==> config.mk <==
export PLATFORM = sky130hd
export DESIGN_NAME = pipe_pal_sched
export DESIGN_NICKNAME = d
export VERILOG_FILES = /design/src/rtl/pipe_pal_pkg.sv /design/src/rtl/pipe_pal_sched_rr_arbiter.sv /design/src/rtl/pipe_pal_sched.sv
export SDC_FILE = /design/constraint.sdc
export NUM_CORES = 1
export LEC_CHECK = 0
export CORE_AREA = 5 5 153 155
export CTS_CLUSTER_DIAMETER = 100
export DETAILED_ROUTE_END_ITERATION = 8
export DIE_AREA = 0 0 158 160
export PLACE_DENSITY_LB_ADDON = 0.05
export SETUP_SLACK_MARGIN = 0.2
export SYNTH_ARGS = -nofsm -noshare
export SYNTH_HDL_FRONTEND = slang
export SYNTH_SLANG_ARGS = --single-unit
==> constraint.sdc <==
create_clock -name i_clk -period 4.31 [get_ports i_clk]
set_input_delay 0.862 -clock i_clk [delete_from_list [all_inputs] [get_ports i_clk]]
set_output_delay 0.862 -clock i_clk [all_outputs]
set_load 0.05 [all_outputs]
==> src/rtl/pipe_pal_pkg.sv <==
// Shared constants and helpers for the pipe_pal scheduler slice.
package pipe_pal_pkg;

  localparam int W_DATA_DEF    = 32;
  localparam int MAX_OUT_LIMIT = 7;
  localparam int W_CNT         = 3;

  // Tag width never collapses to zero bits, even for tiny requester counts.
  function automatic int clog2_min1(input int n);
    return (n <= 2) ? 1 : $clog2(n);
  endfunction

endpackage

==> src/rtl/pipe_pal_sched_rr_arbiter.sv <==
// Combinational round-robin arbiter: first eligible index scanning from i_ptr upward, wrapping.
module rr_arbiter #(
  parameter int N     = 4,
  parameter int W_IDX = 2
) (
  input  logic [N-1:0]     i_elig,
  input  logic [W_IDX-1:0] i_ptr,
  output logic [N-1:0]     o_gnt_onehot,
  output logic [W_IDX-1:0] o_gnt_idx,
  output logic             o_gnt_any
);

  // Scan from the farthest offset down so the nearest eligible index wins last.
  always_comb begin
    o_gnt_onehot = '0;
    o_gnt_idx    = '0;
    o_gnt_any    = 1'b0;
    for (int k = N - 1; k >= 0; k--) begin
      if (i_elig[(int'(i_ptr) + k) % N]) begin
        o_gnt_idx = W_IDX'((int'(i_ptr) + k) % N);
        o_gnt_any = 1'b1;
      end
    end
    if (o_gnt_any) o_gnt_onehot[o_gnt_idx] = 1'b1;
  end

endmodule

==> src/rtl/pipe_pal_sched.sv <==
// Round-robin scheduler sharing one pipelined pipe_pal datapath between N_REQ requesters,
// with per-requester credit limits and tagged result return.
module pipe_pal_sched
  import pipe_pal_pkg::*;
#(
  parameter int  W_DATA  = W_DATA_DEF,
  parameter int  N_REQ   = 4,
  parameter int  MAX_OUT = 2,
  localparam int W_TAG   = clog2_min1(N_REQ)
) (
  input  logic                      i_clk,
  input  logic                      resetn,
  input  logic                      i_en,
  input  logic [N_REQ-1:0]          req_valid,
  output logic [N_REQ-1:0]          req_ready,
  input  logic [N_REQ*W_DATA-1:0]   req_a,
  input  logic [N_REQ*W_DATA-1:0]   req_b,
  output logic                      dp_valid,
  output logic [W_DATA-1:0]         dp_a,
  output logic [W_DATA-1:0]         dp_b,
  output logic [W_TAG-1:0]          dp_tag,
  input  logic                      dp_rsp_valid,
  input  logic [W_DATA-1:0]         dp_rsp_data,
  input  logic [W_TAG-1:0]          dp_rsp_tag,
  output logic [N_REQ-1:0]          rsp_valid,
  output logic [W_DATA-1:0]         rsp_data,
  output logic                      idle,
  output logic                      err
);

  logic [N_REQ-1:0]            w_elig;
  logic [N_REQ-1:0]            w_gnt_onehot;
  logic [W_TAG-1:0]            w_gnt_idx;
  logic                        w_gnt_any;
  logic [N_REQ-1:0]            w_rsp_hit;
  logic [N_REQ-1:0]            w_cnt_nz;
  logic [N_REQ-1:0]            w_inc;
  logic [N_REQ-1:0]            w_dec;
  logic [N_REQ-1:0]            w_cnt_next_zero;
  logic [N_REQ-1:0][W_CNT-1:0] w_cnt_next;
  logic                        w_tag_ok;

  logic [N_REQ-1:0][W_CNT-1:0] r_cnt;
  logic [W_TAG-1:0]            r_ptr;
  logic                        r_dp_valid;
  logic [W_DATA-1:0]           r_dp_a;
  logic [W_DATA-1:0]           r_dp_b;
  logic [W_TAG-1:0]            r_dp_tag;
  logic [N_REQ-1:0]            r_rsp_valid;
  logic [W_DATA-1:0]           r_rsp_data;
  logic                        r_idle;
  logic                        r_err;

  assign w_tag_ok = (32'(dp_rsp_tag) < N_REQ);

  // resetn gates eligibility so nothing is offered while the block is held in reset.
  for (genvar gi = 0; gi < N_REQ; gi++) begin : g_credit
    assign w_rsp_hit[gi] = dp_rsp_valid & w_tag_ok & (dp_rsp_tag == W_TAG'(gi));
    assign w_cnt_nz[gi]  = (r_cnt[gi] != '0);
    assign w_elig[gi]    = resetn & i_en & req_valid[gi] & (r_cnt[gi] < W_CNT'(MAX_OUT));
    assign w_inc[gi]     = w_gnt_onehot[gi];
    assign w_dec[gi]     = w_rsp_hit[gi] & w_cnt_nz[gi];
    assign w_cnt_next[gi] = (w_inc[gi] & ~w_dec[gi]) ? r_cnt[gi] + W_CNT'(1) :
                            (~w_inc[gi] & w_dec[gi]) ? r_cnt[gi] - W_CNT'(1) :
                            r_cnt[gi];
    assign w_cnt_next_zero[gi] = (w_cnt_next[gi] == '0);
  end

  rr_arbiter #(
    .N     (N_REQ),
    .W_IDX (W_TAG)
  ) u_arb (
    .i_elig       (w_elig),
    .i_ptr        (r_ptr),
    .o_gnt_onehot (w_gnt_onehot),
    .o_gnt_idx    (w_gnt_idx),
    .o_gnt_any    (w_gnt_any)
  );

  assign req_ready = w_gnt_onehot;

  always_ff @(posedge i_clk or negedge resetn) begin
    if (!resetn) begin
      r_cnt       <= '0;
      r_ptr       <= '0;
      r_dp_valid  <= 1'b0;
      r_dp_a      <= '0;
      r_dp_b      <= '0;
      r_dp_tag    <= '0;
      r_rsp_valid <= '0;
      r_rsp_data  <= '0;
      r_idle      <= 1'b0;
      r_err       <= 1'b0;
    end else begin
      r_cnt      <= w_cnt_next;
      r_dp_valid <= w_gnt_any;
      if (w_gnt_any) begin
        r_dp_a   <= req_a[int'(w_gnt_idx)*W_DATA +: W_DATA];
        r_dp_b   <= req_b[int'(w_gnt_idx)*W_DATA +: W_DATA];
        r_dp_tag <= w_gnt_idx;
        r_ptr    <= (int'(w_gnt_idx) == N_REQ - 1) ? '0 : w_gnt_idx + W_TAG'(1);
      end
      r_rsp_valid <= w_rsp_hit;
      if (|w_rsp_hit) r_rsp_data <= dp_rsp_data;
      // Out-of-range tags are dropped; results for an idle requester still strobe.
      r_err  <= r_err | (dp_rsp_valid & ~w_tag_ok) | (|(w_rsp_hit & ~w_cnt_nz));
      r_idle <= (&w_cnt_next_zero) & ~w_gnt_any;
    end
  end

  assign dp_valid  = r_dp_valid;
  assign dp_a      = r_dp_a;
  assign dp_b      = r_dp_b;
  assign dp_tag    = r_dp_tag;
  assign rsp_valid = r_rsp_valid;
  assign rsp_data  = r_rsp_data;
  assign idle      = r_idle;
  assign err       = r_err;

endmodule
==> flow_summary_export.csv <==
group,metric,value,unit
status,outcome,"finished, final reports clean",
synth,ys.flop_type,"dfrtp_1",
timing,worst_pin_slew,1.01,ns
timing,setup_viol,0,
floorplan,dieArea,0.0253,mm2
synth,yosys_warnings,0,
synth,synth_area_leaders,"dfrtp_1 44%, nand2_1 12%, mux2i_1 11%",
synth,netlist_top_cells_count,"223 x nand2_1, 119 x dfrtp_1, 77 x mux2i_1",
synth,synth_top_area_share,43.5,%
routing,vias_per_cell,4.78,
synth,syn_inst,759,
place,io_buffers,406,
flow_run,cap_viol_max_count,0,
timing,rsz0062_at_grt,"false",
grt,grt-ovfl-total,0,
cts,cts_buffer_depth,2,
grt,grt_start_max_net_pins,95,
worst_setup_path,crit_arrival,2.94,ns
grt,grt_pass1_vias,7076,
routing,wl_per_cell,19.7,um
worst_setup_path,critPathRequiredTime,3.45,ns
routing,drtPass1Iterations,4,
routing,ant_nets,0,
cts,post-cts-setup-buffers,0,
timing,max-slew-margin-rel,32.7,%
floorplan,floorplan.initialDensity,31.6,%
grt,grt_usage,22.0,%
floorplan,io_pins,407,
place,finalWeightedCongestion,0.827,
synth,synth_seq_cells,119,
synth,synth.net_count,1070,
worst_setup_path,startpoint_type,"input port",
cts,postCtsResizedCells,0,
worst_setup_path,critPathMaxFanout,5,
routing,drtIter0Drc,399,
cts,cts-hold-fix-buffers,0,
final_layout,stdcell_area,0.0118,mm2
pwr,powerDensity,594,mW/mm2
cts,cts_max_level,4,
cts,cts_tree,"yes",
routing,via_count,6889,
floorplan,core.rowCount,54,
final_layout,drive_above_1_share,7.88,%
grt,grt_first_pass_wirelength,42400,um
pwr,vdd_drop_max,0.240,mV
grt,antenna_found_initial,8,
final_layout,fin_nets,1453,
floorplan,dieWidth,158,um
worst_setup_path,worstSetupPathType,"input port to primary output",
cts,clockRootBuffer,"clkbuf_16",
synth,synth_cell_type_count,51,
cts,clkTransAtPathRegs,0.06,ns
synth,synth_most_common_cell,"nand2_1",
routing,drc_errors,0,
floorplan,die_y,160,um
synth,yosysTopAreaCell,"dfrtp_1",
timing,tns,0,ns
pwr,leakage,0.00545,uW
synth,async_flop_share,100,%
synth,syn-cell-area,0.00684,mm2
pwr,power,7010,uW
cts,cts_buffers,17,
timing,fmax,263,MHz
synth,avgSynthCellArea,9.02,um2
cts,clkLatencyLatePin,0.42,ns
timing,fin_skew,0.0120,ns
worst_setup_path,crit_path_end_kind,"primary output",
routing,routed_wl,28400,um
timing,period_minus_slack,3.80,ns
synth,synth_edf_count,0,
synth,synth-seq-area-share,43.5,%
place,placed_area,0.0112,mm2
cts,numClockSinks,119,
timing,finalHoldViolCount,0,
worst_hold_path,hp-class,"input port to asynchronous set/reset pin",
worst_setup_path,r2r_cells,7,
timing,report.final.slew_viol_count,0,
place,dp.final_hpwl,21800,um
final_layout,areaGrowthSynthToFinish,72.3,%
timing,timing.final.crit_share,88.2,%
floorplan,core,0.0217,mm2
==> cell type report <==
type,instances,area [um2]
Fill cell,2041,9890
Timing Repair Buffer,417,4160
Clock buffer,18,439
Multi-Input combinational cell,567,3600
Inverter,20,75.1
Clock inverter,14,173
Antenna cell,7,17.5
Tap cell,280,350
Sequential cell,119,2980
==> state kept, by name, indices dropped and copies added, names as in the netlist, 2 cells and up <==
signal	count
dp_a	32
dp_b	32
r_ptr	2
rsp_valid	4
r_cnt	12
rsp_data	32
dp_tag	2
==> worst max-delay path, stage by stage <==
cell,delay [ns]
clkdlybuf4s50_1,0.55
nor3b_2,0.32
a311oi_2,0.16
or2_4,0.29
inv_2,0.12
ha_1,0.24
nand2_1,0.13
inv_1,0.12
buf_12,0.14
==> layout by cell type (no fill, tap or decap), drive strengths merged, types with 2 or more instances in the layout <==
cell type,netlist,layout
nand4,4,4
clkbuf,42,18
clkdlybuf4s50,0,401
nor2b,2,2
diode,0,7
and3,3,3
a211oi,2,2
nor3,7,7
o221ai,37,37
nor4b,3,3
mux2i,77,77
inv,20,23
ha,13,13
buf,11,16
a41oi,2,2
or3,3,3
o22ai,2,2
nand2,223,223
bufinv,0,3
mux2,32,32
clkinvlp,0,5
nand2b,2,2
nor3b,5,5
nor2,10,10
dfrtp,119,119
clkinv,0,3
nor4,2,2
o21ai,66,66
nand3,33,33
or3b,2,2
a21oi,6,6
a31oi,2,2
a221o,2,2
xnor2,11,11
==> layer usage <==
layer  vias to the layer above  track usage (%)  wire, um
li1                       3431                -         -
met3                        27             8.50      2430
met4                         2             7.41       502
met5                         -                0        20
met1                      3199             24.3     10500
met2                       230             38.4     14900
==> path summary, 6_finish.rpt <==
path | slack [ns] | startpoint | endpoint
hold / removal | 0.32 | resetn | rsp_valid[1]$_DFF_PN0_
min in group i_clk | 0.48 | dp_a[17]$_DFFE_PN0P_ | dp_a[17]$_DFFE_PN0P_
setup / recovery | 0.51 | req_valid[2] | req_ready[3]
max in group asynchronous | 2.82 | resetn | dp_tag[1]$_DFFE_PN0P_
setup reg to reg | 1.40 | r_cnt[4]$_DFF_PN0_ | dp_b[4]$_DFFE_PN0P_
hold reg to reg | 0.48 | dp_a[17]$_DFFE_PN0P_ | dp_a[17]$_DFFE_PN0P_
==> report_power, final <==
group	switching, uW	internal (uW)
sequential	291	1520
clock	565	928
combinational	2320	1380
total	3170	3840
==> through the flow <==
step                      hold slack [ns]  utilization, %  setup WS (ns)  instances
after floorplan                     0.489               -          0.393        759
after global placement              0.460            51.5          0.550       1403
after detailed placement            0.468            51.5          0.504       1403
after CTS                           0.321            54.3          0.507       1435
after global routing                0.332            54.4          0.351       1442
final                               0.320            54.4          0.508       1442
==> logic make-up after synthesis <==
family | count (synthesis) | share of synthesized area (%)
and+or+nand+nor | 306 | 19.5
AOI/OAI and AO/OA | 128 | 12.6
DFF | 119 | 43.5
muxes | 109 | 16.5
buffers and inverters | 73 | 4.08
adders and majority gates | 13 | 2.38
xor gates and xnor gates | 11 | 1.41
No activity file was read; power rests on OpenSTA's default activity.
